**config.mk**
```make
export PLATFORM = sky130hd
export DESIGN_NAME = iq_decim_pack
export DESIGN_NICKNAME = d
export VERILOG_FILES = /design/src/rtl/iq_decim_pack.sv
export SDC_FILE = /design/constraint.sdc
export NUM_CORES = 1
export LEC_CHECK = 0
export CORE_MARGIN = 3
export CORE_UTILIZATION = 54
export DETAILED_ROUTE_END_ITERATION = 6
export GPL_TIMING_DRIVEN = 0
export PLACE_DENSITY = 0.76
export SLEW_MARGIN = 20
export SYNTH_ARGS = -nofsm -noshare
export SYNTH_HDL_FRONTEND = slang
export SYNTH_SLANG_ARGS = --single-unit
```
**constraint.sdc**
```tcl
create_clock -name clk -period 3.6 [get_ports clk]
set_input_delay 0.54 -clock clk [delete_from_list [all_inputs] [get_ports clk]]
set_output_delay 0.54 -clock clk [all_outputs]
set_load 0.01 [all_outputs]
```
**src/rtl/iq_decim_pack.sv**
```systemverilog
// iq_decim_pack: aligns the I/Q FIR streams, decimates by a runtime ratio, requantises and
// packs {I,Q} into an FWFT output FIFO. Define IQ_ROUND_SAT_EN for round-half-up + saturation.

module iq_fifo #(
    parameter int W     = 20,
    parameter int DEPTH = 4
) (
    input  logic                       clk,
    input  logic                       reset_n,
    input  logic                       flush,
    input  logic                       push,
    input  logic [W-1:0]               din,
    input  logic                       pop,
    output logic [W-1:0]               dout,
    output logic [$clog2(DEPTH):0]     level
);
    localparam int AW = $clog2(DEPTH);
    localparam logic [AW-1:0] PTR_ONE = 1;

    logic [W-1:0]  mem [DEPTH];
    logic [AW-1:0] wr_ptr, rd_ptr;

    always_ff @(posedge clk or negedge reset_n) begin
        if (!reset_n) begin
            wr_ptr <= '0;
            rd_ptr <= '0;
            level  <= '0;
        end else if (flush) begin
            wr_ptr <= '0;
            rd_ptr <= '0;
            level  <= '0;
        end else begin
            if (push) wr_ptr <= wr_ptr + PTR_ONE;
            if (pop)  rd_ptr <= rd_ptr + PTR_ONE;
            level <= level + {{AW{1'b0}}, push} - {{AW{1'b0}}, pop};
        end
    end

    // A push into a full FIFO with a simultaneous pop reuses the slot being read out.
    always_ff @(posedge clk) begin
        if (push && !flush) mem[wr_ptr] <= din;
    end

    assign dout = mem[rd_ptr];
endmodule

module iq_decim_pack #(
    parameter int IN_W       = 20,
    parameter int OUT_W      = 16,
    parameter int DEC_MAX    = 16,
    parameter int SKEW_DEPTH = 4,
    parameter int FIFO_DEPTH = 8
) (
    input  logic                          clk,
    input  logic                          reset_n,
    input  logic                          i_valid,
    input  logic [IN_W-1:0]               i_data,
    input  logic                          q_valid,
    input  logic [IN_W-1:0]               q_data,
    input  logic [$clog2(DEC_MAX+1)-1:0]  dec_ratio,
    input  logic                          clr_err,
    output logic [2*OUT_W-1:0]            out_data,
    output logic                          out_valid,
    input  logic                          out_ready,
    output logic [$clog2(FIFO_DEPTH):0]   fifo_level,
    output logic                          align_err,
    output logic                          ovf_err
);
    localparam int CW = $clog2(DEC_MAX+1);
    localparam int SW = $clog2(SKEW_DEPTH) + 1;
    localparam int LW = $clog2(FIFO_DEPTH) + 1;
    localparam logic [CW-1:0] N_MAX  = CW'(DEC_MAX);
    localparam logic [CW-1:0] ONE    = 1;
    localparam logic [SW-1:0] SK_FULL = SW'(SKEW_DEPTH);
    localparam logic [LW-1:0] O_FULL  = LW'(FIFO_DEPTH);

    // Channel index 1 is I, 0 is Q, so packing order falls out of the array layout.
    logic [1:0]                 in_vld, sk_empty, sk_full, sk_push;
    logic [1:0][IN_W-1:0]       in_data, sk_head, pair_d;
    logic [1:0][SW-1:0]         sk_level;
    logic [1:0][OUT_W-1:0]      q_out;
    logic                       pair_pop, skew_ovf, pair_vld;

    assign in_vld   = {i_valid, q_valid};
    assign in_data  = {i_data, q_data};
    assign pair_pop = ~|sk_empty;
    // A full FIFO that is also popping this cycle still has room.
    assign skew_ovf = |(in_vld & sk_full) & ~pair_pop;
    assign sk_push  = in_vld & {2{~skew_ovf}};

    for (genvar c = 0; c < 2; c++) begin : g_ch
        iq_fifo #(.W(IN_W), .DEPTH(SKEW_DEPTH)) u_skew (
            .clk     (clk),
            .reset_n (reset_n),
            .flush   (skew_ovf),
            .push    (sk_push[c]),
            .din     (in_data[c]),
            .pop     (pair_pop),
            .dout    (sk_head[c]),
            .level   (sk_level[c])
        );
        assign sk_empty[c] = (sk_level[c] == '0);
        assign sk_full[c]  = (sk_level[c] == SK_FULL);

`ifdef IQ_ROUND_SAT_EN
        localparam logic [IN_W:0] HALF = (IN_W+1)'(1) << (IN_W-OUT_W-1);
        logic [IN_W:0] rnd;
        assign rnd = {pair_d[c][IN_W-1], pair_d[c]} + HALF;
        // Sign-extension mismatch only occurs on positive overflow with half-up rounding.
        assign q_out[c] = (rnd[IN_W] ^ rnd[IN_W-1]) ? {1'b0, {(OUT_W-1){1'b1}}}
                                                    : rnd[IN_W-1 -: OUT_W];
`else
        logic unused_lsb;
        assign unused_lsb = ^pair_d[c][IN_W-OUT_W-1:0];
        assign q_out[c]   = pair_d[c][IN_W-1 -: OUT_W];
`endif
    end

    // Decimation: the ratio is sampled at the first pair of each frame and held for the frame.
    logic [CW-1:0] cnt, n_lat, n_req, n_eff;
    logic          frame_end;

    assign n_req     = (dec_ratio > N_MAX) ? N_MAX : dec_ratio;
    assign n_eff     = (cnt == '0) ? n_req : n_lat;
    assign frame_end = (n_eff <= ONE) || (cnt == n_eff - ONE);

    always_ff @(posedge clk or negedge reset_n) begin
        if (!reset_n) begin
            cnt   <= '0;
            n_lat <= '0;
        end else if (skew_ovf) begin
            cnt <= '0;
        end else if (pair_pop) begin
            if (cnt == '0) n_lat <= n_req;
            cnt <= frame_end ? '0 : cnt + ONE;
        end
    end

    always_ff @(posedge clk or negedge reset_n) begin
        if (!reset_n) begin
            pair_vld <= 1'b0;
            pair_d   <= '0;
        end else begin
            pair_vld <= pair_pop && (cnt == '0);
            if (pair_pop) pair_d <= sk_head;
        end
    end

    logic [2*OUT_W-1:0] o_head;
    logic               o_full, rd_pop, o_push, ovf_evt;

    assign o_full  = (fifo_level == O_FULL);
    assign rd_pop  = out_valid & out_ready;
    assign o_push  = pair_vld & (~o_full | rd_pop);
    assign ovf_evt = pair_vld & o_full & ~rd_pop;

    iq_fifo #(.W(2*OUT_W), .DEPTH(FIFO_DEPTH)) u_out (
        .clk     (clk),
        .reset_n (reset_n),
        .flush   (1'b0),
        .push    (o_push),
        .din     ({q_out[1], q_out[0]}),
        .pop     (rd_pop),
        .dout    (o_head),
        .level   (fifo_level)
    );

    assign out_valid = (fifo_level != '0);
    assign out_data  = out_valid ? o_head : '0;

    // Sticky flags: a new event wins over a same-cycle clear.
    always_ff @(posedge clk or negedge reset_n) begin
        if (!reset_n) begin
            align_err <= 1'b0;
            ovf_err   <= 1'b0;
        end else begin
            align_err <= skew_ovf | (align_err & ~clr_err);
            ovf_err   <= ovf_evt  | (ovf_err & ~clr_err);
        end
    end
endmodule

```
* Word-level counts from Yosys, hierarchy flattened *
Memory sizes are Yosys's and may differ from the RTL's. A register that Yosys moved wholly into a read port is not among the register bits.
Cells that the tools add are included.
W data, S select, Z words.

storage, ports and cells
  register bits after elaboration = 37
  RAM bits = 416
  bits of input ports = 51
  memories = 3

memory list
  memory              words  width  rd ports  clocked after Yosys merged registers in  wr ports  RTL line  RTL
  u_out.mem           8      32     1         0                                        1         20        logic [W-1:0] mem [DEPTH];
  g_ch[0].u_skew.mem  4      20     1         1                                        1         20
  g_ch[1].u_skew.mem  4      20     1         1                                        1         20

operators by class
  add/sub/neg operators = 14
  order comparisons = 2
  equal/unequal tests = 5
  mux-type cells = 22
  bitwise gates (word level) = 17
  reduce and logical (&&, ||, !) cells = 19

operators with widths
  operator               number
  $mux W32               1
  $mux W5                5
  $mux W2                8
  $add A2 B1 Y2 const B  4
  $and A1 B1 Y1          7
  $add A3 B1 Y3          2
  $add A3 B1 Y3 const B  2
  $eq A3 B3 Y1 const B   2
  $logic_not A1 Y1       6
  $logic_not A3 Y1       2
  $mux W1                6
  $mux W3                2
  $sub A3 B1 Y3          2
  $add A5 B1 Y5 const B  1
  $eq A5 B5 Y1           1
  $gt A5 B5 Y1 const B   1
  $le A5 B1 Y1 const B   1
  $logic_not A5 Y1       1
  $not A1 Y1             5
  $sub A5 B1 Y5 const B  1
  $add A4 B1 Y4          1
  $and A2 B2 Y2          2
  $eq A4 B4 Y1 const B   1
  $reduce_bool A2 Y1     2
  8 further kinds        13

* Depth between registers and ports, before layout *
  word-level depth = 9
  gate-level depth with buffers = 13
  mapped depth without buffers = 11

* By module *
From an unflattened synthesis, not the netlist that was laid out.

second synthesis, totals
  cells, all modules = 938
  area total of the unflattened synthesis = 19456.2 um^2

by module, submodules not included
  module                        times used  cells an instance  area each (um^2)
  iq_fifo (u_out)               1           431                10313.6
  iq_fifo (g_ch[0].u_skew ...)  2           142                3343.2
  iq_decim_pack                 1           223                2456.1

* Worst setup path before layout *
OpenSTA, ideal clock, no wires.

  kind = register to register
  start = reg u_out.level[2]
  end = mem u_out.mem[0][0] (netlist bit) (enable)
  arrival time = 3.585 ns
  data required time = 3.139 ns
  path slack = -0.446 ns
  stages on the path, launching flop included = 7
  path buffers = 0
  path through = dfrtp_1 -> inv_1 -> ha_1 -> nand2b_1 -> a31oi_1 -> nand2b_1 -> nor3_1

between the ends
  cells in the longest elaborated chain, start to end = 6
  elaborated cells on any way between the ends = 8
  classes of those cells = eq/ne (1); mux (2); bitwise (4); reduce/logical (1)

ends and longest elaborated chain
  what                                                RTL line  RTL
  start, declared                                     15        output logic [$clog2(DEPTH):0] level
  start signal, assigned                              35        level <= level + {{AW{1'b0}}, push} - {{AW{1'b0}}, pop};
  $reduce_bool A4 Y1 or $eq A4 B4 Y1 (tied branches)  168, 152
  $and A1 B1 Y1 or $not A1 Y1 (tied branches)         153, 154
  $or A1 B1 Y1 (*)                                    154       assign o_push = pair_vld & (~o_full | rd_pop);
  $and A1 B1 Y1 (*)                                   154
  named net o_push                                    150       logic o_full, rd_pop, o_push, ovf_evt;
  $mux W1 (*)                                         41        if (push && !flush) mem[wr_ptr] <= din;
  $mux W1 (implied by the code) (*)                   41
  end, declared                                       20

The timed path passes the listed nets; every way through them passes the cells marked *.

* Final worst setup path *
  start = reg u_out.rd_ptr[2]
  end = out out_data[27]

between the ends
  cells in the longest elaborated chain, start to end = 2

ends and longest elaborated chain
  what                    RTL line  RTL
  start, declared         21        logic [AW-1:0] wr_ptr, rd_ptr;
  start signal, assigned  34        if (pop) rd_ptr <= rd_ptr + PTR_ONE;
  $mem_v2 Z8 W32          -
  $mux W32                169       assign out_data = out_valid ? o_head : '0;
  end, declared           62        output logic [2*OUT_W-1:0] out_data,

Every way passes these cells.

==> insert_results.sql <==
INSERT INTO impl_metrics (metric_group, metric, value, unit) VALUES
('clocking', 'clock_insertion_delay_worst_skew', '0.54', 'ns'),
('floorplanning', 'die_area', '35300', 'um^2'),
('min_path', 'min-delay-path-class', 'in2async', ''),
('routing', 'route.detailed.drc', '0', ''),
('clocking', 'cts_inserted_buffers', '42', ''),
('synth', 'post_synth_inst_count', '892', ''),
('routing', 'firstDrtPassIters', '4', ''),
('synth', 'cell_area_after_technology_mapping', '17900', 'um^2'),
('cells_and_area', 'post_route_cells_drive_above_1_share', '22.7', '%'),
('power', 'pwr-share-clk', '23.4', '%'),
('floorplanning', 'design.core.area', '32000', 'um^2'),
('clocking', 'cts_tree', 'done', ''),
('global_routing', 'grt_start_max_net_pins', '57', ''),
('cells_and_area', 'fillers', '2136', ''),
('setup_path', 'reg2reg_depth', '12', ''),
('power', 'sequentialPowerShare', '43.9', '%'),
('synth', 'synth_top_flop_cell', 'sky130_fd_sc_hd__edfxtp_1', ''),
('setup_path', 'timing.critical_path.fanout_max', '10', ''),
('power', 'comb_power_share', '32.7', '%'),
('clocking', 'cts-htree-levels', '2', ''),
('placed_design', 'dp_hpwl', '21.0', 'mm'),
('job', 'drv.max_cap_violation_count', '0', ''),
('cells_and_area', 'nNetsFinal', '1108', ''),
('setup_path', 'r2r_end', 'g_ch[1].u_skew.level[2]', ''),
('timing', 'fin_crit_sh', '97.8', '%'),
('power', 'peakVddDrop', '536', 'uV'),
('clocking', 'clock-sinks', '453', ''),
('cells_and_area', 'flow.area_growth_from_synthesis', '17.1', '%'),
('global_routing', 'number_of_antenna_violations_at_the_first_check_in_global_routing', '1', ''),
('placed_design', 'dpl_cell_area', '19500', 'um^2'),
('placed_design', 'io_buf_count', '81', ''),
('timing', 'max_freq', '284', 'MHz'),
('timing', 'timing.final.max_slew_violations', '0', ''),
('global_routing', 'grt_first_pass_wirelength', '52.5', 'mm'),
('timing', 'worst_clock_skew_on_the_final_layout', '0.0179', 'ns'),
('cells_and_area', 'post-route-cell-area', '20900', 'um^2'),
('routing', 'detail_route.vias_per_cell', '5.67', ''),
('floorplanning', 'chipHeight', '188', 'um'),
('synth', 'synth_largest_area_cell', 'sky130_fd_sc_hd__edfxtp_1', ''),
('routing', 'number_of_drc_markers_after_the_initial_detailed_route_iteration', '571', ''),
('timing', 'slew_headroom', '38.8', '%'),
('global_routing', 'grt_overflow_total', '0', ''),
('cells_and_area', 'layout.area.seq', '13300', 'um^2'),
('power', 'cell_internal_pwr', '12.7', 'mW'),
('global_routing', 'globalRouteTotalUtil', '19.3', '%'),
('setup_path', 'critPathArrivalTime', '2.98', 'ns'),
('synth', 'share_of_the_yosys_chip_area_belonging_to_registers', '74.3', '%'),
('clocking', 'cts_max_path_buffers', '3', ''),
('routing', 'num_vias', '8489', ''),
('cells_and_area', 'antennaDiodeCount', '0', ''),
('synth', 'asyncSetResetFlopFracSynth', '15.2', '%'),
('synth', 'synth-edff-count', '384', ''),
('setup_path', 'timing.setup.critical_path_class', 'reg2out', ''),
('timing', 'fin_hold_ws', '0.400', 'ns'),
('synth', 'mappedNetlistNets', '970', ''),
('setup_path', 'timing.rr.start', 'g_ch[1].u_skew.level[1]', ''),
('cells_and_area', 'area_occupied_by_multi_input_gates', '4390', 'um^2'),
('setup_path', 'worstSetupStartpointType', 'flop', ''),
('timing', 'report.final.setup_viol', '0', ''),
('power', 'power.share.switching', '30.4', '%'),
('timing', 'finalCriticalPeriod', '3.52', 'ns'),
('synth', 'synth.avg_cell_area', '20.0', 'um^2'),
('routing', 'avgRoutedWirePerCell', '22.3', 'um'),
('power', 'p_per_area', '870', 'nW/um^2'),
('synth', 'yosysTopAreaCellShare', '64.6', '%'),
('setup_path', 'setup.reg_to_reg.worst_slack', '0.29', 'ns'),
('floorplanning', 'floorplan.initialDensity', '55.7', '%'),
('outcome', 'status', 'finished clean', ''),
('setup_path', 'cp_data_required_time', '3.06', 'ns'),
('power', 'switching_power', '5.52', 'mW'),
('routing', 'ant_nets', '0', '');
how the worst max path moves through the flow:
stage                          startpoint          endpoint  cells past startpoint
after floorplan            u_out.level[2]   u_out.mem[6][0]                      6
after global placement          out_ready  u_out.mem[5][22]                      5
after detailed placement        out_ready  u_out.mem[0][19]                      7
after CTS                 u_out.rd_ptr[0]      out_data[17]                      6
after global routing      u_out.rd_ptr[2]      out_data[30]                      5
final                     u_out.rd_ptr[2]      out_data[27]                      5
sequential cells by signal (all words and copies together) (netlist names):
signal / cells
align_err: 1
cnt: 5
g_ch.u_skew.level: 6
g_ch.u_skew.mem: 128
g_ch.u_skew.rd_ptr: 4
g_ch.u_skew.wr_ptr: 4
n_lat: 5
ovf_err: 1
pair_d: 32
pair_vld: 1
u_out.level: 4
u_out.mem: 256
u_out.rd_ptr: 3
u_out.wr_ptr: 3
area by class of cell:
| cell class | count | area share, % |
|---|---|---|
| flip-flops and latches | 453 | 63.4 |
| multi-input cells | 372 | 21.0 |
| clock buffers | 58 | 5.67 |
| repair buffers | 94 | 5.16 |
| well taps | 435 | 2.60 |
| plain buffers | 38 | 0.958 |
| clock inverters | 19 | 0.647 |
| inverters | 29 | 0.521 |
power groups by stage:
stage	registers [mW]	logic [mW]	clock network, mW
after global routing	8.11	6.51	4.51
after global placement	7.97	5.75	0
after detailed placement	8.07	5.99	0
after floorplan	7.75	4.04	0
final	7.98	5.95	4.25
after CTS	7.98	6.07	4.31
cell usage after synthesis (10+ instances only):
library cell / number
sky130_fd_sc_hd__mux2i_1: 36
sky130_fd_sc_hd__inv_1: 28
sky130_fd_sc_hd__nand2_1: 21
sky130_fd_sc_hd__edfxtp_1: 384
sky130_fd_sc_hd__ha_1: 24
sky130_fd_sc_hd__clkbuf_1: 19
sky130_fd_sc_hd__mux2_2: 38
sky130_fd_sc_hd__and2_1: 13
sky130_fd_sc_hd__dfrtp_1: 69
sky130_fd_sc_hd__nor2b_1: 11
sky130_fd_sc_hd__xnor2_1: 13
sky130_fd_sc_hd__buf_1: 10
sky130_fd_sc_hd__nor2_1: 60
sky130_fd_sc_hd__mux4_2: 96
per-layer routing:
layer  wire length (um)  vias to the layer above  global-route usage [%]
li1                   -                     3791                       -
met1              14200                     4406                    26.6
met2              16800                      248                    32.4
met3               1820                       42                    3.50
met4                585                        2                    5.25
met5                  9                        -                       0
worst max-delay path, cell delays in order (launching register included):
cell,delay [ns]
sky130_fd_sc_hd__dfrtp_1,0.33
sky130_fd_sc_hd__clkbuf_1,0.37
sky130_fd_sc_hd__buf_1,0.74
sky130_fd_sc_hd__mux2i_1,0.25
sky130_fd_sc_hd__nor2_1,0.17
sky130_fd_sc_hd__clkdlybuf4s50_1,0.58
cell usage in the layout, fill, tap and decap left out, types with 7 or more instances in the layout:
master,n
sky130_fd_sc_hd__edfxtp_1,384
sky130_fd_sc_hd__nor2b_1,11
sky130_fd_sc_hd__clkbuf_16,45
sky130_fd_sc_hd__nand2_1,21
sky130_fd_sc_hd__xnor2_1,13
sky130_fd_sc_hd__clkdlybuf4s50_1,80
sky130_fd_sc_hd__and2_1,13
sky130_fd_sc_hd__inv_1,28
sky130_fd_sc_hd__mux2i_1,36
sky130_fd_sc_hd__clkinv_1,10
sky130_fd_sc_hd__buf_16,7
sky130_fd_sc_hd__ha_1,24
sky130_fd_sc_hd__mux2_2,38
sky130_fd_sc_hd__nor2_1,54
sky130_fd_sc_hd__mux4_2,96
sky130_fd_sc_hd__clkbuf_2,7
sky130_fd_sc_hd__dfrtp_1,69
sky130_fd_sc_hd__clkbuf_1,24
what timing repair did:
item,CTS,global route
endpoints found under the setup margin,32,20
endpoints found under the hold margin,13,0
gates resized for setup,16,6
hold buffers,1,0
setup buffers,0,0
pin swaps,0,0
kinds of logic (layout without fill, tap and decap cells):
logic type,count (synthesis),count (layout),share of synthesized area (%)
AOI/OAI and AO/OA,25,25,1.01
xor gates and xnor gates,19,19,0.932
buffers and inverters,67,238,1.54
DFF,453,453,74.3
adders and majority gates,27,27,2.02
and+or+nand+nor,128,128,3.42
muxes,173,173,16.8
stage by stage:
stage,worst slack [ns],std cells,util (%),power [mW],TNS (ns)
final,0.0807,1498,65.2,18.2,0
after CTS,0.0179,1498,65.2,18.4,0
after floorplan,0.407,892,-,11.8,0
after global placement,-1.41,1408,60.0,13.7,-373.82
after global routing,-0.00600,1498,65.2,19.1,-0.00684
after detailed placement,0.0847,1420,61.0,14.1,0
Power figures use the tool's default switching activity.
